$ cat config.mk
export PLATFORM = sky130hd
export DESIGN_NAME = alu_seq
export DESIGN_NICKNAME = d
export VERILOG_FILES = /design/src/rtl/alu_seq.sv
export SDC_FILE = /design/constraint.sdc
export NUM_CORES = 1
export LEC_CHECK = 0
export CAP_MARGIN = 20
export CORE_MARGIN = 2
export CORE_UTILIZATION = 52
export DETAILED_ROUTE_END_ITERATION = 8
export PLACE_DENSITY = 0.73
export SYNTH_ARGS = -nofsm -noshare
export SYNTH_HDL_FRONTEND = slang
export SYNTH_SLANG_ARGS = --single-unit
$ cat constraint.sdc
create_clock -name CLK -period 3.18 [get_ports CLK]
set_input_delay 0.318 -clock CLK [delete_from_list [all_inputs] [get_ports CLK]]
set_output_delay 0.318 -clock CLK [all_outputs]
set_load 0.1 [all_outputs]
$ cat src/rtl/alu_seq.sv
// alu_seq: registered ALU with a start/valid handshake and an iterative
// restoring divider for MOD/DIV.
//   CLK            rising-edge clock
//   reset_n        asynchronous active-low reset
//   start          launch an operation (ignored while busy)
//   OP             5-bit opcode
//   inOne, inTwo   operands A and B
//   result         registered result, held until the next valid
//   branchCompPass branch decision for BNE/BEZ, 0 for all other ops
//   carry          carry-out for adds, borrow for subtracts
//   div0           MOD/DIV issued with a zero divisor
//   valid          one-cycle pulse when result/flags update
//   busy           high while a division is in flight
module alu_seq #(
  parameter int unsigned WIDTH = 8
) (
  input  logic             CLK,
  input  logic             reset_n,
  input  logic             start,
  input  logic [4:0]       OP,
  input  logic [WIDTH-1:0] inOne,
  input  logic [WIDTH-1:0] inTwo,
  output logic [WIDTH-1:0] result,
  output logic             branchCompPass,
  output logic             carry,
  output logic             div0,
  output logic             valid,
  output logic             busy
);

  localparam int unsigned SHW  = $clog2(WIDTH);
  localparam int unsigned HALF = WIDTH / 2;

  localparam logic [4:0] OP_ADD  = 5'd0;
  localparam logic [4:0] OP_SUB  = 5'd1;
  localparam logic [4:0] OP_SLL  = 5'd2;
  localparam logic [4:0] OP_SRL  = 5'd3;
  localparam logic [4:0] OP_BREG = 5'd4;
  localparam logic [4:0] OP_SUBU = 5'd5;
  localparam logic [4:0] OP_ADDU = 5'd6;
  localparam logic [4:0] OP_AND  = 5'd7;
  localparam logic [4:0] OP_SLRA = 5'd8;
  localparam logic [4:0] OP_SEQ  = 5'd9;
  localparam logic [4:0] OP_MOD  = 5'd10;
  localparam logic [4:0] OP_ADDI = 5'd11;
  localparam logic [4:0] OP_BNE  = 5'd12;
  localparam logic [4:0] OP_BEZ  = 5'd13;
  localparam logic [4:0] OP_MV   = 5'd14;
  localparam logic [4:0] OP_DIV  = 5'd15;

  typedef enum logic {S_IDLE, S_DIVIDE} state_t;

  state_t           state, state_nxt;
  logic [WIDTH-1:0] div_q, div_q_nxt;     // dividend shifting out, quotient shifting in
  logic [WIDTH-1:0] div_r, div_r_nxt;     // partial remainder
  logic [WIDTH-1:0] div_d, div_d_nxt;     // latched divisor
  logic [SHW-1:0]   cnt, cnt_nxt;
  logic             is_mod, is_mod_nxt;
  logic [WIDTH-1:0] result_nxt;
  logic             bcp_nxt, carry_nxt, div0_nxt, valid_nxt, busy_nxt;

  // Single-cycle datapath, including the divide-by-zero shortcut
  logic [WIDTH-1:0] alu_res;
  logic             alu_c, alu_b, alu_z;
  logic [WIDTH:0]   sum;
  logic             sh_ok;

  always_comb begin
    alu_res = '0;
    alu_c   = 1'b0;
    alu_b   = 1'b0;
    alu_z   = 1'b0;
    sum     = {1'b0, inOne} + {1'b0, inTwo};
    sh_ok   = inTwo < WIDTH'(WIDTH);
    case (OP)
      OP_ADD, OP_ADDU, OP_ADDI: begin
        alu_res = sum[WIDTH-1:0];
        alu_c   = sum[WIDTH];
      end
      OP_SUB, OP_SUBU: begin
        alu_res = inOne - inTwo;
        alu_c   = inOne < inTwo;
      end
      OP_SLL:  alu_res = sh_ok ? (inOne << inTwo[SHW-1:0]) : '0;
      OP_SRL:  alu_res = sh_ok ? (inOne >> inTwo[SHW-1:0]) : '0;
      OP_BREG, OP_MV: alu_res = inTwo;
      OP_AND:  alu_res = inOne & inTwo;
      OP_SLRA: alu_res = WIDTH'(inOne << HALF) + inTwo;
      OP_SEQ:  alu_res = {{(WIDTH-1){1'b0}}, inOne == inTwo};
      OP_BNE: begin
        alu_b   = inOne != '0;
        alu_res = alu_b ? inTwo : '0;
      end
      OP_BEZ: begin
        alu_b   = inOne == '0;
        alu_res = alu_b ? inTwo : '0;
      end
      OP_MOD: begin
        alu_res = inOne;
        alu_z   = 1'b1;
      end
      OP_DIV: begin
        alu_res = '1;
        alu_z   = 1'b1;
      end
      default: alu_res = '0;
    endcase
  end

  // One restoring-division step
  logic [WIDTH:0]   rem_shift;
  logic [WIDTH:0]   rem_diff;
  logic             qbit;
  logic [WIDTH-1:0] rem_new;
  logic [WIDTH-1:0] q_new;

  always_comb begin
    rem_shift = {div_r, div_q[WIDTH-1]};
    rem_diff  = rem_shift - {1'b0, div_d};
    qbit      = rem_shift >= {1'b0, div_d};
    rem_new   = qbit ? rem_diff[WIDTH-1:0] : rem_shift[WIDTH-1:0];
    q_new     = {div_q[WIDTH-2:0], qbit};
  end

  // Next-state and next-output logic
  always_comb begin
    state_nxt  = state;
    div_q_nxt  = div_q;
    div_r_nxt  = div_r;
    div_d_nxt  = div_d;
    cnt_nxt    = cnt;
    is_mod_nxt = is_mod;
    result_nxt = result;
    bcp_nxt    = branchCompPass;
    carry_nxt  = carry;
    div0_nxt   = div0;
    valid_nxt  = 1'b0;
    case (state)
      S_IDLE: begin
        if (start) begin
          if ((OP == OP_MOD || OP == OP_DIV) && inTwo != '0) begin
            div_q_nxt  = inOne;
            div_r_nxt  = '0;
            div_d_nxt  = inTwo;
            cnt_nxt    = SHW'(WIDTH - 1);
            is_mod_nxt = OP == OP_MOD;
            state_nxt  = S_DIVIDE;
          end else begin
            result_nxt = alu_res;
            bcp_nxt    = alu_b;
            carry_nxt  = alu_c;
            div0_nxt   = alu_z;
            valid_nxt  = 1'b1;
          end
        end
      end
      S_DIVIDE: begin
        div_q_nxt = q_new;
        div_r_nxt = rem_new;
        cnt_nxt   = cnt - SHW'(1);
        if (cnt == '0) begin
          result_nxt = is_mod ? rem_new : q_new;
          bcp_nxt    = 1'b0;
          carry_nxt  = 1'b0;
          div0_nxt   = 1'b0;
          valid_nxt  = 1'b1;
          state_nxt  = S_IDLE;
        end
      end
      default: state_nxt = S_IDLE;
    endcase
    busy_nxt = state_nxt == S_DIVIDE;
  end

  // State register
  always_ff @(posedge CLK or negedge reset_n) begin
    if (!reset_n) state <= S_IDLE;
    else          state <= state_nxt;
  end

  // Datapath and output registers
  always_ff @(posedge CLK or negedge reset_n) begin
    if (!reset_n) begin
      div_q          <= '0;
      div_r          <= '0;
      div_d          <= '0;
      cnt            <= '0;
      is_mod         <= 1'b0;
      result         <= '0;
      branchCompPass <= 1'b0;
      carry          <= 1'b0;
      div0           <= 1'b0;
      valid          <= 1'b0;
      busy           <= 1'b0;
    end else begin
      div_q          <= div_q_nxt;
      div_r          <= div_r_nxt;
      div_d          <= div_d_nxt;
      cnt            <= cnt_nxt;
      is_mod         <= is_mod_nxt;
      result         <= result_nxt;
      branchCompPass <= bcp_nxt;
      carry          <= carry_nxt;
      div0           <= div0_nxt;
      valid          <= valid_nxt;
      busy           <= busy_nxt;
    end
  end

endmodule
# After elaboration in Yosys (flattened, before gate mapping)

Cells that the tools add are included.

Shift operators: 2
Div/mod/pow operators: 0
$mul: 0
Add/sub/neg operators: 5
Eq/ne operators: 20
Mux-type cells: 41
Bitwise gates (word level): 2
Reductions and logical operators: 14
Order comparisons: 3

Operator list:

| cell                                                        | count |
|---|---|
| two-way mux 8 bit                                           | 13 |
| case mux 8 bit (12 select lines)                            | 1 |
| case mux 8 bit (2 select lines)                             | 3 |
| equality test 5 x 4 -> 1 bit (second input constant)        | 8 |
| equality test 5 x 3 -> 1 bit (second input constant)        | 4 |
| nonzero test 8 bit                                          | 2 |
| subtractor 8 bit                                            | 2 |
| two-way mux 1 bit                                           | 14 |
| case mux 1 bit (2 select lines)                             | 7 |
| equality test 5 x 2 -> 1 bit (second input constant)        | 2 |
| adder 8 x 8 -> 9 bit                                        | 1 |
| >= comparator 9 x 8 -> 1 bit                                | 1 |
| adder 8 bit                                                 | 1 |
| bitwise AND 8 bit                                           | 1 |
| equality test 8 bit                                         | 1 |
| logical NOT 8 bit                                           | 1 |
| less-than comparator 8 x 4 -> 1 bit (second input constant) | 1 |
| less-than comparator 8 bit                                  | 1 |
| left shift 8 x 3 -> 8 bit                                   | 1 |
| right shift 8 x 3 -> 8 bit                                  | 1 |
| two-way mux 3 bit                                           | 2 |
| inequality test 2 bit (second input constant)               | 3 |
| case mux 3 bit (2 select lines)                             | 1 |
| AND reduction 3 bit                                         | 2 |
| 11 further kinds                                            | 13 |

Memory bits (read-only): 0
Latch bits: 0
Register bits: 41
Logic and storage cells: 98
RAM bits: 0
Memories: 0

# Longest topological paths before layout

Gate-level depths: netlist of the first run.

Depth in word-level cells: 6
Depth in mapped cells: 12
Mapped depth without buffers: 11

# Worst setup path after synthesis of the first run

No wires, ideal clock.

Kind: input -> register
From: in inTwo[2]
To: reg result[6]
Cell stages on the path: 12
Data arrival time: 2.548 ns
Library setup time: 0.126 ns
Required time: 3.054 ns
Setup slack: 0.507 ns
Cell sequence: clkbuf_1 > clkbuf_1 > inv_1 > ha_1 > clkbuf_1 > inv_1 > a21oi_1 > o21bai_1 > a221oi_1 > xor2_1 > a221oi_1 > o21ai_1

Cells in the longest elaborated chain, start to end: 6
Elaborated cells between the ends (all ways): 16

Ends and longest elaborated chain:

| item                                                        | RTL line | text |
|---|---|---|
| from (decl)                                                 | 22       | `input logic [WIDTH-1:0] inTwo,` |
| less-than comparator 8 x 4 -> 1 bit (tied with other cells) | 74       | `sh_ok = inTwo < WIDTH'(WIDTH);` |
| two-way mux 8 bit (on tied branches)                        | 85, 84   |  |
| case mux 8 bit (12 select lines)                            | 75       | `case (OP)` |
| two-way mux 8 bit                                           | 141      | `if ((OP == OP_MOD \|\| OP == OP_DIV) && inTwo != '0) begin` |
| two-way mux 8 bit                                           | 140      | `if (start) begin` |
| case mux 8 bit (2 select lines)                             | 138      | `case (state)` |
| to (signal assigned)                                        | 201      | `result <= result_nxt;` |
| to (decl)                                                   | 23       | `output logic [WIDTH-1:0] result,` |

Parallel ways exist; a longest one is shown, timed or not. The select of a mux whose other input is x is not followed.
A chain may end at the register's enable or synchronous reset.

# Final worst setup path of the first run

From: in inTwo[1]
To: reg result[7]

The elaborated chain is that of the path after synthesis.

==> results of run 1 <==
## worst min-delay path by stage
stage | slack, ns | endpoint | cells past startpoint
final | 0.15 | cnt[1] | 1
after global routing | 0.23 | div_d[6] | 1
after CTS | 0.19 | cnt[1] | 1
after detailed placement | 0.44 | cnt[0] | 1
after global placement | 0.43 | cnt[0] | 1
after floorplan | 0.02 | branchCompPass | 0
## layout by cell type, fill, tap and decap left out, types with 5 or more instances in the layout
cell type,synthesis,layout
nand2_1,54,54
a221o_1,8,8
inv_1,31,31
xor2_1,8,8
a21o_1,7,7
ha_1,31,31
a21oi_1,32,32
mux2i_1,18,18
clkbuf_8,0,7
xnor2_1,11,11
mux4_2,6,6
o21bai_1,5,5
nor2_1,31,31
dfrtp_1,41,41
a31oi_1,7,7
buf_4,1,25
mux2_2,7,7
nand3_1,20,20
nor2b_1,7,7
a221oi_1,9,9
nand4_1,6,6
o21ai_1,11,11
clkdlybuf4s50_1,0,34
o21ai_0,33,33
## logic make-up after synthesis
logic type                 synth area share (%)
AOI/OAI and AO/OA                          24.7
xor gates and xnor gates                   3.98
adders and majority gates                  11.2
buffers and inverters                      6.76
DFF                                        24.5
muxes                                      9.69
and+or+nand+nor                            19.2
## cells in the mapped netlist, drive strengths merged (4+ instances only)
cell type	count	area share, %
a211oi	4	0.72
a21o	7	1.3
a21oi	32	3.8
a221o	8	1.9
a221oi	9	1.9
a31oi	7	1.0
and2	5	0.81
and3	4	0.60
buf	14	1.8
clkbuf	23	2.1
dfrtp	41	25
fa	4	1.9
ha	31	9.3
inv	31	2.8
mux2	8	2.2
mux2i	18	4.3
mux4	6	3.2
nand2	55	5.0
nand2b	4	0.60
nand3	20	2.4
nand4	6	0.90
nor2	31	2.8
nor2b	7	1.0
nor3	7	1.3
o211ai	4	0.72
o21a	4	0.72
o21ai	46	5.7
o21bai	5	0.90
o22ai	4	0.60
xnor2	11	2.3
xor2	8	1.7
## worst max-delay path, delay by kind of cell
kind | cells | cell delay [ns]
XOR/XNOR | 1 | 0.12
AO/OA/AOI/OAI | 5 | 1.36
adder cells (fa/ha/maj) | 1 | 0.33
buffers and inverters | 2 | 0.67
AND/OR/NAND/NOR | 1 | 0.14
## layout make-up
class	instances	area (µm²)	share of cell area (%)
tap	102	128	2.67
inverter	32	120	2.51
clock inverter	1	8.76	0.183
multi-input combinational	400	2870	60.0
clock buffer	7	96.3	2.01
timing repair buffer	60	533	11.1
sequential	41	1030	21.4
## where the power goes
part           internal [mW]  total, mW  switching [mW]
Sequential             0.745      0.938           0.193
Clock                  0.201      0.402           0.201
Combinational          0.776       2.16            1.38
Total                   1.72       3.50            1.77
## per-layer routing
metal	vias up	track usage [%]	wire (µm)
met5	-	0	0
met4	0	7.37	211
met3	23	4.57	1120
met2	190	45.8	5520
met1	1974	47.0	5890
li1	1917	-	-
## state kept, by name (all words and copies together), names as in the netlist
name            flops
cnt                 3
is_mod              1
div_q               8
div_r               8
div_d               8
branchCompPass      1
carry               1
busy                1
div0                1
result              8
valid               1
## per-stage QoR
stage | total power, mW | setup WS (ns) | instances | area (µm²) | utilization [%]
after floorplan | 2.55 | 0.507 | 510 | 4180 | -
after global placement | 3.03 | 0.136 | 635 | 4680 | 60.2
after detailed placement | 3.08 | 0.157 | 635 | 4680 | 60.2
after CTS | 3.48 | 0.473 | 643 | 4780 | 61.6
after global routing | 3.75 | 0.257 | 643 | 4780 | 61.6
final | 3.50 | 0.437 | 643 | 4780 | 61.6
==> flow_metrics.py, run 1 <==
metrics = {
    "status": {
        "run_status": "finished, final reports clean",
    },
    "layout": {
        "num_antenna_cells": 0,
        "nNetsFinal": 599,
        "area_growth_pct": 14.4,
        "num-fill-cells": 721,
        "final_layout_size_suffix_gt1_share_pct": 11.5,
    },
    "yosys": {
        "yosysSeqAreaShare_pct": 24.5,
        "synth_cell_type_count": 70,
        "syn_inst": 510,
        "synth-async-reset-ratio_pct": 100,
        "synth_area_mm2": 0.00418,
        "ys_warn_count": 0,
        "ys_ff_latch": 41,
        "syn_nets": 569,
        "synthFlopType": "dfrtp_1",
        "syn_area_per_cell_um2": 8.20,
        "synth_edf_count": 0,
    },
    "drt": {
        "routedWlPerCell_um": 19.8,
        "drt_iter0_drc": 429,
        "via_per_inst": 6.38,
        "wirelength_um": 12700,
        "dr_total_vias": 4104,
        "drc": 0,
        "ant_nets": 0,
        "drtPass1Iterations": 5,
    },
    "global_routing": {
        "grt_max_degree": 42,
        "grt_pass1_wl_um": 20900,
        "antenna_found_initial": 0,
        "grt_pass1_vias": 3923,
        "grtUsageTotal_pct": 30.8,
        "overflow": 0,
    },
    "clock_network": {
        "numCtsBuffers": 5,
        "clkLatencyLatePin_ns": 0.30,
        "cts_tree": "built",
        "cts-root-buf": "clkbuf_8",
        "htree_levels": 2,
        "cts.sinks": 41,
        "cts.hold.buffers_added": 0,
        "clk_pin_slew_ns": 0.09,
        "cts_setup_buffers": 0,
        "clk_path_buf_depth": 2,
        "cts-resized-gates": 0,
    },
    "timing": {
        "finalCritPeriodShare_pct": 86.2,
        "skew_ns": 0.00936,
        "worst_pin_slew_ns": 0.969,
        "final_max_slew_viol_count": 0,
        "tns_ns": 0,
        "maxSlewHeadroom_pct": 35.2,
        "period_needed_ns": 2.74,
        "finalHoldViolations": 0,
        "fin_hold_ws_ns": 0.152,
        "rsz0062_at_grt": "false",
        "finalSetupViolations": 0,
        "fmax_mhz": 365,
    },
    "worst_setup_path": {
        "crit_path_top_delay_cell": "o21ai_0",
        "critPathKind": "input port to flip-flop",
        "timing.rr.start": "div_r[5]",
        "worstReg2RegEnd": "result[1]",
        "slowest_delay_ns": 0.44,
        "end_kind": "flip-flop",
        "r2r_slack_ns": 0.45,
        "worstSetupStartpoint": "inTwo[1]",
        "crit_fanout": 8,
        "cp.required_ns": 3.37,
        "cp-start-kind": "input port",
        "cp.arrival_ns": 2.93,
        "endpoint": "result[7]",
        "crit_chain": "clkdlybuf4s50_1, inv_1, ha_1, nor2b_1, o21ai_0, o221ai_1, a31oi_1, xnor2_1, a211oi_1, o211ai_1",
        "reg2regPathDepth": 9,
    },
    "floorplan": {
        "rows": 32,
        "die_y_um": 93.7,
        "core_mm2": 0.00777,
        "die_w_um": 93.7,
        "initial_core_util_pct": 53.8,
        "dieArea_mm2": 0.00878,
        "io_pins": 37,
    },
    "power": {
        "peakVddDrop_uv": 566,
        "leakage_nw": 2.13,
        "power_density_mw_per_mm2": 731,
    },
    "placed_design": {
        "hpwl_um": 9800,
        "gp_congestion": 0.995,
        "io_buffers": 36,
    },
    "job": {
        "drv_cap": 0,
    },
    "worst_hold_path": {
        "min_path_type": "input port to async pin",
    },
}
Power figures use the tool's default switching activity.
==> run 2: changes to the inputs <==
Settings changed: DONT_BUFFER_PORTS from default to 1, PLACE_DENSITY 0.73 to 0.67.
Clock period 3.18 ns to 2.6 ns, I/O delays scaled along.
==> flow_metrics.py, run 2 (same netlist as run 1, synthesis figures left out) <==
metrics = {
    "drt": {
        "drt_iter0_drc": 209,
        "dr_total_vias": 3856,
        "drc": 0,
        "via_per_inst": 6.44,
        "ant_nets": 0,
        "drtPass1Iterations": 4,
        "wirelength_um": 12200,
        "routedWlPerCell_um": 20.4,
    },
    "global_routing": {
        "grt_pass1_wl_um": 20200,
        "overflow": 0,
        "grt_pass1_vias": 3827,
        "grt_max_degree": 42,
        "grtUsageTotal_pct": 29.4,
        "antenna_found_initial": 0,
    },
    "timing": {
        "finalCritPeriodShare_pct": 92.2,
        "worst_pin_slew_ns": 0.950,
        "final_max_slew_viol_count": 0,
        "fmax_mhz": 417,
        "period_needed_ns": 2.40,
        "skew_ns": 0.00422,
        "rsz0062_at_grt": "false",
        "finalSetupViolations": 0,
        "finalHoldViolations": 0,
        "maxSlewHeadroom_pct": 36.7,
        "tns_ns": 0,
    },
    "power": {
        "peakVddDrop_uv": 359,
        "power_density_mw_per_mm2": 949,
        "leakage_nw": 1.96,
    },
    "worst_setup_path": {
        "crit_fanout": 5,
        "cp-start-kind": "flip-flop",
        "end_kind": "flip-flop",
        "crit_path_top_delay_cell": "dfrtp_1",
        "critical-path-top-delay-family": "compound AO/OA/AOI/OAI gates",
        "cp.arrival_ns": 2.57,
        "crit_chain": "ha_1, a21o_1, a21oi_1, nand2_1, o21ai_4, mux2_2, a31oi_1, o21ai_1",
        "slowest_delay_ns": 0.41,
        "critPathKind": "flip-flop to flip-flop",
        "cp.required_ns": 2.77,
        "crit_buf_inv": 0,
    },
    "floorplan": {
        "die_w_um": 93.7,
        "io_pins": 37,
        "die_y_um": 93.7,
        "rows": 32,
        "initial_core_util_pct": 53.8,
        "dieArea_mm2": 0.00878,
        "core_mm2": 0.00777,
    },
    "clock_network": {
        "clk_pin_slew_ns": 0.08,
        "cts.sinks": 41,
        "numCtsBuffers": 5,
        "clkLatencyLatePin_ns": 0.29,
        "htree_levels": 2,
        "cts_tree": "built",
        "clk_path_buf_depth": 2,
        "cts-root-buf": "clkbuf_8",
    },
    "placed_design": {
        "io_buffers": 0,
        "placed_cell_area_mm2": 0.00425,
        "hpwl_um": 9040,
        "gp_congestion": 0.971,
    },
    "status": {
        "run_status": "finished, final reports clean",
    },
    "layout": {
        "nNetsFinal": 555,
        "num_antenna_cells": 0,
        "final_cell_area_mm2": 0.00440,
        "mostFrequentLayoutCells": "nand2_1 (54), dfrtp_1 (40), o21ai_0 (33), a21oi_1 (32)",
        "area_growth_pct": 5.30,
        "final_layout_size_suffix_gt1_share_pct": 10.5,
        "final_common_cell": "nand2_1",
    },
    "job": {
        "drv_cap": 0,
    },
    "worst_hold_path": {
        "min_path_type": "input port to flip-flop",
    },
}
[run 2: report_power, final]
part,switching [mW],total [mW],internal [mW]
logic,1.45,2.33,0.888
registers,0.427,1.33,0.908
clock network,0.225,0.510,0.285
total,2.10,4.18,2.08
[run 2: repair_timing]
| action | CTS | global route |
|---|---|---|
| buffers inserted | 0 | 0 |
| gates resized for setup | 0 | 2 |
| setup endpoints to repair | 0 | 2 |
| hold buffers | 2 | 0 |
| endpoints found under the hold margin | 41 | 0 |
[run 2: worst paths after layout]
| path | from | to | slack, ns | depth (start not counted) |
|---|---|---|---|---|
| max in group asynchronous | reset_n | busy | 1.96 | 2 |
| min reg2reg | cnt[0] | cnt[0] | 0.46 | 1 |
| min in group asynchronous | reset_n | result[1] | 0.43 | 2 |
| max | div_r[2] | result[6] | 0.20 | 8 |
| min | inTwo[3] | div_d[3] | 0.08 | 2 |
| max reg2reg | div_r[2] | result[6] | 0.20 | 8 |
[run 2: final cells by class]
cell class / instances / area (µm²)
Clock buffer: 6 / 72.6
Clock inverter: 2 / 35.0
Fill cell: 734 / 3360
Inverter: 32 / 120
Multi-Input combinational cell: 400 / 2890
Sequential cell: 41 / 1030
Tap cell: 102 / 128
Timing Repair Buffer: 16 / 135
[run 2: stage by stage]
stage,setup slack [ns],utilization (%),instances,hold slack [ns],power (mW)
2_1_floorplan,0.0504,-,510,-0.0356,3.11
3_3_place_gp,0.206,54.8,589,-0.0344,3.55
3_5_place_dp,0.150,54.8,589,-0.0345,3.60
4_1_cts,0.124,56.5,599,0.0843,4.13
5_1_grt,0.0592,56.7,599,0.0846,4.48
6_report,0.202,56.7,599,0.0843,4.18
[run 2: layer usage]
metal	vias to the layer above	share of wire [%]	global-route usage [%]
met4	0	3.3	11.7
met3	31	7.0	5.30
met5	-	0	0
li1	1821	-	-
met1	1850	44	40.5
met2	154	45	45.9
[run 2: worst reg2reg max path, cell delays in order, from the launching register on]
cell     delay [ns]
dfrtp_1        0.41
ha_1           0.37
a21o_1         0.21
a21oi_1        0.18
nand2_1        0.14
o21ai_4        0.26
mux2_2         0.39
a31oi_1        0.23
o21ai_1        0.09
